`config.mk`:
```
export PLATFORM = sky130hd
export DESIGN_NAME = multicycle_control_fsm_flat
export DESIGN_NICKNAME = d
export VERILOG_FILES = /design/src/rtl/multicycle_control_fsm_if.sv /design/src/rtl/multicycle_control_fsm.sv /design/src/flat_wrapper.sv
export SDC_FILE = /design/constraint.sdc
export NUM_CORES = 1
export LEC_CHECK = 0
export ABC_CLOCK_PERIOD_IN_PS = 5700
export BUFFER_PORTS_ARGS = -buffer_cell sky130_fd_sc_hd__buf_2
export CORE_MARGIN = 2
export CORE_UTILIZATION = 51
export DETAILED_ROUTE_END_ITERATION = 6
export PLACE_DENSITY = 0.86
export SKIP_CTS_REPAIR_TIMING = 1
export SYNTH_ARGS = -nofsm -noshare
export SYNTH_HDL_FRONTEND = slang
export SYNTH_SLANG_ARGS = --single-unit
```
`constraint.sdc`:
```
create_clock -name clk -period 5.7 [get_ports clk]
set_clock_uncertainty 0.15 [all_clocks]
set_input_delay 1.14 -clock clk [delete_from_list [all_inputs] [get_ports clk]]
set_output_delay 1.14 -clock clk [all_outputs]
set_load 0.01 [all_outputs]
```
`src/rtl/multicycle_control_fsm_if.sv`:
```
// Control bundle between the multicycle MIPS control FSM (master) and its datapath (slave).
// The datapath supplies the opcode; the FSM drives every select, enable and status flag.
interface multicycle_control_fsm_if;
    logic [5:0] opcode;
    logic       PCWrite;
    logic       PCWriteCond;
    logic       IorD;
    logic       MemRead;
    logic       MemWrite;
    logic       IRWrite;
    logic       MemtoReg;
    logic       RegDst;
    logic       RegWrite;
    logic       ALUSrcA;
    logic [2:0] ALUSrcB;
    logic [1:0] ALUOp;
    logic [1:0] PCSource;
    logic       instr_done;
    logic       illegal_op;
    logic [3:0] state_dbg;

    modport master (
        input  opcode,
        output PCWrite, PCWriteCond, IorD, MemRead, MemWrite, IRWrite,
        output MemtoReg, RegDst, RegWrite, ALUSrcA, ALUSrcB, ALUOp, PCSource,
        output instr_done, illegal_op, state_dbg
    );

    modport slave (
        output opcode,
        input  PCWrite, PCWriteCond, IorD, MemRead, MemWrite, IRWrite,
        input  MemtoReg, RegDst, RegWrite, ALUSrcA, ALUSrcB, ALUOp, PCSource,
        input  instr_done, illegal_op, state_dbg
    );
endinterface

```
`src/rtl/multicycle_control_fsm.sv`:
```
// Multicycle MIPS main control unit: sequences fetch/decode/execute/memory/writeback and
// drives the datapath selects. Outputs are registered from the next-state decode.
module multicycle_control_fsm #(
    parameter int unsigned MEM_LAT = 1
) (
    input  logic                            clk,
    input  logic                            reset,
    multicycle_control_fsm_if.master        bus
);

    localparam logic [3:0] S_RST      = 4'd0;
    localparam logic [3:0] S_FETCH    = 4'd1;
    localparam logic [3:0] S_DECODE   = 4'd2;
    localparam logic [3:0] S_MEMADDR  = 4'd3;
    localparam logic [3:0] S_MEMREAD  = 4'd4;
    localparam logic [3:0] S_MEMWB    = 4'd5;
    localparam logic [3:0] S_MEMWRITE = 4'd6;
    localparam logic [3:0] S_RTYPE_EX = 4'd7;
    localparam logic [3:0] S_RTYPE_WB = 4'd8;
    localparam logic [3:0] S_BRANCH   = 4'd9;
    localparam logic [3:0] S_JUMP     = 4'd10;
    localparam logic [3:0] S_ADDI_EX  = 4'd11;
    localparam logic [3:0] S_ADDI_WB  = 4'd12;
    localparam logic [3:0] S_ILLEGAL  = 4'd13;

    localparam logic [5:0] OP_RTYPE = 6'b000000;
    localparam logic [5:0] OP_LW    = 6'b100011;
    localparam logic [5:0] OP_SW    = 6'b101011;
    localparam logic [5:0] OP_BEQ   = 6'b000100;
    localparam logic [5:0] OP_J     = 6'b000010;
    localparam logic [5:0] OP_ADDI  = 6'b001000;

    localparam logic [3:0] LAST_WAIT = 4'(MEM_LAT - 32'd1);

    typedef struct packed {
        logic       pc_write;
        logic       pc_write_cond;
        logic       i_or_d;
        logic       mem_read;
        logic       mem_write;
        logic       ir_write;
        logic       mem_to_reg;
        logic       reg_dst;
        logic       reg_write;
        logic       alu_src_a;
        logic [2:0] alu_src_b;
        logic [1:0] alu_op;
        logic [1:0] pc_source;
        logic       instr_done;
    } ctl_t;

    localparam ctl_t CTL_IDLE = 18'd0;

    logic [3:0] state_q, state_d;
    logic [3:0] wait_cnt_q, wait_cnt_d;
    logic       illegal_op_q, illegal_op_d;
    ctl_t       ctl_q, ctl_d;

    // Next state and memory wait counter; the counter is cleared whenever the state moves on
    always_comb begin
        state_d    = state_q;
        wait_cnt_d = 4'd0;
        case (state_q)
            S_RST: state_d = S_FETCH;
            S_FETCH: begin
                if (wait_cnt_q >= LAST_WAIT) begin
                    state_d = S_DECODE;
                end else begin
                    wait_cnt_d = wait_cnt_q + 4'd1;
                end
            end
            S_DECODE: begin
                case (bus.opcode)
                    OP_RTYPE:     state_d = S_RTYPE_EX;
                    OP_LW, OP_SW: state_d = S_MEMADDR;
                    OP_BEQ:       state_d = S_BRANCH;
                    OP_J:         state_d = S_JUMP;
                    OP_ADDI:      state_d = S_ADDI_EX;
                    default:      state_d = S_ILLEGAL;
                endcase
            end
            S_MEMADDR: begin
                if (bus.opcode == OP_SW) begin
                    state_d = S_MEMWRITE;
                end else begin
                    state_d = S_MEMREAD;
                end
            end
            S_MEMREAD: begin
                if (wait_cnt_q >= LAST_WAIT) begin
                    state_d = S_MEMWB;
                end else begin
                    wait_cnt_d = wait_cnt_q + 4'd1;
                end
            end
            S_MEMWRITE: begin
                if (wait_cnt_q >= LAST_WAIT) begin
                    state_d = S_FETCH;
                end else begin
                    wait_cnt_d = wait_cnt_q + 4'd1;
                end
            end
            S_RTYPE_EX: state_d = S_RTYPE_WB;
            S_ADDI_EX:  state_d = S_ADDI_WB;
            S_MEMWB, S_RTYPE_WB, S_BRANCH, S_JUMP, S_ADDI_WB, S_ILLEGAL: state_d = S_FETCH;
            default:    state_d = S_RST;
        endcase
    end

    // Output decode for the upcoming state so that the registered outputs line up with state_q
    always_comb begin
        ctl_d        = CTL_IDLE;
        illegal_op_d = illegal_op_q | (state_d == S_ILLEGAL);
        case (state_d)
            S_FETCH: begin
                ctl_d.mem_read  = 1'b1;
                ctl_d.alu_src_b = 3'b001;
                if (wait_cnt_d == LAST_WAIT) begin
                    ctl_d.ir_write = 1'b1;
                    ctl_d.pc_write = 1'b1;
                end else begin
                    ctl_d.ir_write = 1'b0;
                    ctl_d.pc_write = 1'b0;
                end
            end
            S_DECODE: ctl_d.alu_src_b = 3'b011;
            S_MEMADDR: begin
                ctl_d.alu_src_a = 1'b1;
                ctl_d.alu_src_b = 3'b010;
            end
            S_MEMREAD: begin
                ctl_d.mem_read = 1'b1;
                ctl_d.i_or_d   = 1'b1;
            end
            S_MEMWB: begin
                ctl_d.mem_to_reg = 1'b1;
                ctl_d.reg_write  = 1'b1;
                ctl_d.instr_done = 1'b1;
            end
            S_MEMWRITE: begin
                ctl_d.i_or_d = 1'b1;
                // One write strobe per store, however long the access is stretched
                if (wait_cnt_d == LAST_WAIT) begin
                    ctl_d.mem_write  = 1'b1;
                    ctl_d.instr_done = 1'b1;
                end else begin
                    ctl_d.mem_write  = 1'b0;
                    ctl_d.instr_done = 1'b0;
                end
            end
            S_RTYPE_EX: begin
                ctl_d.alu_src_a = 1'b1;
                ctl_d.alu_op    = 2'b10;
            end
            S_RTYPE_WB: begin
                ctl_d.reg_dst    = 1'b1;
                ctl_d.reg_write  = 1'b1;
                ctl_d.instr_done = 1'b1;
            end
            S_BRANCH: begin
                ctl_d.alu_src_a     = 1'b1;
                ctl_d.alu_op        = 2'b01;
                ctl_d.pc_write_cond = 1'b1;
                ctl_d.pc_source     = 2'b01;
                ctl_d.instr_done    = 1'b1;
            end
            S_JUMP: begin
                ctl_d.pc_write   = 1'b1;
                ctl_d.pc_source  = 2'b10;
                ctl_d.instr_done = 1'b1;
            end
            S_ADDI_EX: begin
                ctl_d.alu_src_a = 1'b1;
                ctl_d.alu_src_b = 3'b010;
            end
            S_ADDI_WB: begin
                ctl_d.reg_write  = 1'b1;
                ctl_d.instr_done = 1'b1;
            end
            S_ILLEGAL: begin
                ctl_d.alu_src_b  = 3'b100;
                ctl_d.instr_done = 1'b1;
            end
            default: ctl_d = CTL_IDLE;
        endcase
    end

    // State, counter, sticky flag and output registers with synchronous reset
    always_ff @(posedge clk) begin
        if (reset) begin
            state_q      <= S_RST;
            wait_cnt_q   <= 4'd0;
            illegal_op_q <= 1'b0;
            ctl_q        <= CTL_IDLE;
        end else begin
            state_q      <= state_d;
            wait_cnt_q   <= wait_cnt_d;
            illegal_op_q <= illegal_op_d;
            ctl_q        <= ctl_d;
        end
    end

    assign bus.PCWrite     = ctl_q.pc_write;
    assign bus.PCWriteCond = ctl_q.pc_write_cond;
    assign bus.IorD        = ctl_q.i_or_d;
    assign bus.MemRead     = ctl_q.mem_read;
    assign bus.MemWrite    = ctl_q.mem_write;
    assign bus.IRWrite     = ctl_q.ir_write;
    assign bus.MemtoReg    = ctl_q.mem_to_reg;
    assign bus.RegDst      = ctl_q.reg_dst;
    assign bus.RegWrite    = ctl_q.reg_write;
    assign bus.ALUSrcA     = ctl_q.alu_src_a;
    assign bus.ALUSrcB     = ctl_q.alu_src_b;
    assign bus.ALUOp       = ctl_q.alu_op;
    assign bus.PCSource    = ctl_q.pc_source;
    assign bus.instr_done  = ctl_q.instr_done;
    assign bus.illegal_op  = illegal_op_q;
    assign bus.state_dbg   = state_q;

endmodule

```
`src/flat_wrapper.sv`:
```
// flat-port wrapper written by rule: the top's interface ports become plain ports
module multicycle_control_fsm_flat 
#(
    parameter int unsigned MEM_LAT = 1
)
  (clk, reset, bus_opcode, bus_PCWrite, bus_PCWriteCond, bus_IorD, bus_MemRead, bus_MemWrite, bus_IRWrite, bus_MemtoReg, bus_RegDst, bus_RegWrite, bus_ALUSrcA, bus_ALUSrcB, bus_ALUOp, bus_PCSource, bus_instr_done, bus_illegal_op, bus_state_dbg);
  multicycle_control_fsm_if bus_i ();
  input  logic clk;
  input  logic reset;
  input wire logic [$bits(bus_i.opcode)-1:0] bus_opcode;
  output wire logic [$bits(bus_i.PCWrite)-1:0] bus_PCWrite;
  output wire logic [$bits(bus_i.PCWriteCond)-1:0] bus_PCWriteCond;
  output wire logic [$bits(bus_i.IorD)-1:0] bus_IorD;
  output wire logic [$bits(bus_i.MemRead)-1:0] bus_MemRead;
  output wire logic [$bits(bus_i.MemWrite)-1:0] bus_MemWrite;
  output wire logic [$bits(bus_i.IRWrite)-1:0] bus_IRWrite;
  output wire logic [$bits(bus_i.MemtoReg)-1:0] bus_MemtoReg;
  output wire logic [$bits(bus_i.RegDst)-1:0] bus_RegDst;
  output wire logic [$bits(bus_i.RegWrite)-1:0] bus_RegWrite;
  output wire logic [$bits(bus_i.ALUSrcA)-1:0] bus_ALUSrcA;
  output wire logic [$bits(bus_i.ALUSrcB)-1:0] bus_ALUSrcB;
  output wire logic [$bits(bus_i.ALUOp)-1:0] bus_ALUOp;
  output wire logic [$bits(bus_i.PCSource)-1:0] bus_PCSource;
  output wire logic [$bits(bus_i.instr_done)-1:0] bus_instr_done;
  output wire logic [$bits(bus_i.illegal_op)-1:0] bus_illegal_op;
  output wire logic [$bits(bus_i.state_dbg)-1:0] bus_state_dbg;
  assign bus_i.opcode = bus_opcode;
  assign bus_PCWrite = bus_i.PCWrite;
  assign bus_PCWriteCond = bus_i.PCWriteCond;
  assign bus_IorD = bus_i.IorD;
  assign bus_MemRead = bus_i.MemRead;
  assign bus_MemWrite = bus_i.MemWrite;
  assign bus_IRWrite = bus_i.IRWrite;
  assign bus_MemtoReg = bus_i.MemtoReg;
  assign bus_RegDst = bus_i.RegDst;
  assign bus_RegWrite = bus_i.RegWrite;
  assign bus_ALUSrcA = bus_i.ALUSrcA;
  assign bus_ALUSrcB = bus_i.ALUSrcB;
  assign bus_ALUOp = bus_i.ALUOp;
  assign bus_PCSource = bus_i.PCSource;
  assign bus_instr_done = bus_i.instr_done;
  assign bus_illegal_op = bus_i.illegal_op;
  assign bus_state_dbg = bus_i.state_dbg;
  multicycle_control_fsm #(.MEM_LAT(MEM_LAT)) u_core (.clk(clk), .reset(reset), .bus(bus_i));
endmodule
```
==> impl_metrics.json <==
{
  "status": "completed",
  "slew_violations": 0,
  "synthesis.nets": 107,
  "port_buffers": 30,
  "cts.sinks": 21,
  "finalSetupTns_ns": 0,
  "p_total_uw": 335,
  "h-tree-depth": 1,
  "cp-end-kind": "flop",
  "syn_to_final_growth_pct": 19.4,
  "ys.warnings.count": 0,
  "finalSetupViolCount": 0,
  "crit_path_start_kind": "input pin",
  "hp-start": "u_core.bus.illegal_op$_SDFF_PP0_",
  "irDropWorstVdd_mv": 0.191,
  "die_w_um": 46.2,
  "ys_seq_area_frac": 0.462,
  "syn_area_per_cell_um2": 9.19,
  "ant_nets": 0,
  "yosysUniqueCellTypes": 39,
  "utilization": 0.636,
  "hold_path_end": "u_core.bus.illegal_op$_SDFF_PP0_",
  "timing.rr.end": "u_core.bus.ALUOp[1]$_SDFF_PP0_",
  "root_buffer": "clkbuf_4",
  "ios": 31,
  "fp.dieArea_um2": 2140,
  "finalCriticalPeriod_ns": 2.86,
  "synth_area_leaders": "dfxtp_1 46%, nor2_1 5.4%, nor3_1 4.4%, a2111oi_4 3.0%, nor3_2 2.2%",
  "cts_buffers": 3,
  "cp.arrival_ns": 2.88,
  "rsz0062_at_grt": "false",
  "cts_tree": "yes",
  "gp_congestion": 0.806,
  "worstReg2RegStart": "u_core.bus.state_dbg[2]$_SDFF_PP0_",
  "leakagePower_nw": 0.515,
  "n_antenna_cell": 0,
  "grt_overflow": 0,
  "ys_seq_elements": 21,
  "start_util": 0.533,
  "yosysTopAreaCell": "dfxtp_1",
  "grt_pass1_vias": 736,
  "slew_headroom": 0.584,
  "finalNetCount": 136,
  "synth_cells": 99,
  "viasPerCell": 5.57,
  "drv_cap": 0,
  "reg2reg_depth": 5,
  "vias": 847,
  "drc": 0,
  "routed_wirelength_mm": 1.94,
  "grt_pass1_wl_mm": 3.23,
  "fp.dieH_um": 46.2,
  "wire_per_inst_um": 12.8,
  "slowest_stage": "nor3_2",
  "cp_cell_sequence": "buf_2 -> nor4b_2 -> a211o_1 -> a2111oi_4 -> nor3_2 -> or3b_4 -> o22ai_1",
  "yosysTopAreaCellShare": 0.462,
  "grt_max_degree": 13,
  "final_layout_size_suffix_gt1_frac": 0.346,
  "tightest_slew_ns": 0.620,
  "multi_input_area_um2": 435,
  "grt_usage": 0.208,
  "clkTransAtPathRegs_ns": 0.10,
  "antenna_found_initial": 0,
  "crit_type": "input pin to flop",
  "slowest_delay_ns": 0.56,
  "clock_latency_ns": 0.30,
  "max_freq_ghz": 0.349,
  "min_period_over_period": 0.502,
  "drtIter0Drc": 31,
  "cp.required_ns": 5.72,
  "min_path_type": "flop to flop",
  "rrSetupSlack_ns": 3.46,
  "critPathMaxFanout": 10,
  "dp_hpwl_mm": 1.47,
  "num-fill-cells": 144,
  "drt-pass1-iter-count": 6,
  "num_rows": 15,
  "clockBufferDepth": 2,
  "power.density_nw_per_um2": 308,
  "synth_area_um2": 910,
  "core_um2": 1710,
  "min_path_cells": 2,
  "final-seq-area_um2": 420,
  "hold_viol": 0
}
-- worst max-delay path by stage --
stage / cells past startpoint / slack, ns / endpoint / startpoint
after CTS: 7 / 2.85 / u_core.bus.RegWrite$_SDFF_PP0_ / bus_opcode[0]
after global placement: 7 / 2.59 / u_core.bus.RegWrite$_SDFF_PP0_ / bus_opcode[0]
final: 7 / 2.84 / u_core.bus.RegWrite$_SDFF_PP0_ / bus_opcode[0]
after global routing: 7 / 2.68 / u_core.bus.MemRead$_SDFF_PP0_ / bus_opcode[0]
after floorplan: 6 / 2.83 / u_core.bus.ALUOp[1]$_SDFF_PP0_ / bus_opcode[1]
after detailed placement: 7 / 2.53 / u_core.bus.RegWrite$_SDFF_PP0_ / bus_opcode[0]
-- power by group --
part           internal [mW]  leakage (nW)  switching (mW)
Combinational         0.0377         0.329          0.0575
Clock                 0.0273        0.0150          0.0398
Sequential             0.162         0.172          0.0104
Total                  0.227         0.515           0.108
-- cells by family after synthesis --
group	synth area share
multiplexers	0.0110
buffers and inverters	0.0591
AND/OR/NAND/NOR	0.263
flip-flops	0.462
AO/OA/AOI/OAI	0.205
-- Yosys cell counts (all sizes together) --
| cell type | n |
|---|---|
| dfxtp | 21 |
| nor2 | 14 |
| nor3 | 10 |
| inv | 6 |
| nand2 | 4 |
| a21oi | 3 |
| buf | 3 |
| clkbuf | 3 |
| o21ai | 3 |
| or2 | 3 |
| a211oi | 2 |
| a21o | 2 |
| a31oi | 2 |
| and3 | 2 |
| nand2b | 2 |
| nor4 | 2 |
| o21a | 2 |
| a2111oi | 1 |
| a211o | 1 |
| a221oi | 1 |
| a31o | 1 |
| mux2i | 1 |
| nand3b | 1 |
| nor3b | 1 |
| nor4b | 1 |
| o211a | 1 |
| o211ai | 1 |
| o22ai | 1 |
| o31ai | 1 |
| o32ai | 1 |
| or3 | 1 |
| or3b | 1 |
-- worst max-delay path: cells and delay by family --
family	cells	cell delay [ns]
and+or+nand+nor	3	1.24
AOI/OAI and AO/OA	3	0.36
buffers and inverters	1	0.13
-- through the flow --
stage                     cell area (um2)  cells  hold slack [ns]  setup WS, ns
after floorplan                       910     99            0.338          2.83
after global placement               1060    148            0.303          2.59
after detailed placement             1060    148            0.334          2.53
after CTS                            1090    152            0.351          2.85
after global routing                 1090    152            0.366          2.68
final                                1090    152            0.342          2.84
-- placed cells by master (no fill, tap or decap), types with 2 or more instances in the layout --
cell	count
a31oi_1	2
inv_1	5
or2_1	2
dfxtp_1	21
nand2b_1	2
o21ai_1	2
nor3_1	8
o21a_1	2
buf_2	30
a21oi_1	3
a211oi_1	2
nor2_1	13
nor4_1	2
nand2_1	4
clkbuf_4	3
nor3_2	2
a21o_1	2
-- registers in the layout, indices dropped and copies added (netlist names) --
signal and count:
u_core.bus.IorD 1, u_core.bus.ALUSrcA 1, u_core.bus.ALUOp 1, u_core.bus.PCWrite 1, u_core.bus.PCSource 2, u_core.bus.illegal_op 1, u_core.bus.instr_done 1, u_core.bus.RegDst 1
u_core.bus.ALUSrcB 3, u_core.bus.MemWrite 1, u_core.bus.state_dbg 4, u_core.bus.RegWrite 1, u_core.bus.IRWrite 1, u_core.bus.MemRead 1, u_core.bus.MemtoReg 1
-- per-layer routing --
metal  GRT usage  share of wire  vias to the layer above  wire length (um)
li1            -              -                      411                 -
met1       0.273           0.44                      392               853
met2       0.339           0.50                       36               963
met3      0.0588          0.052                        8               100
met4      0.0400          0.011                        0                22
met5           0              0                        -                 0
-- cell type report --
cell class	count	share of cell area
clock buffer	4	0.0242
inverter	6	0.0207
multi-input combinational	66	0.401
sequential	21	0.387
tap	25	0.0288
timing repair buffer	30	0.138
(Power assumes the default switching activity.)
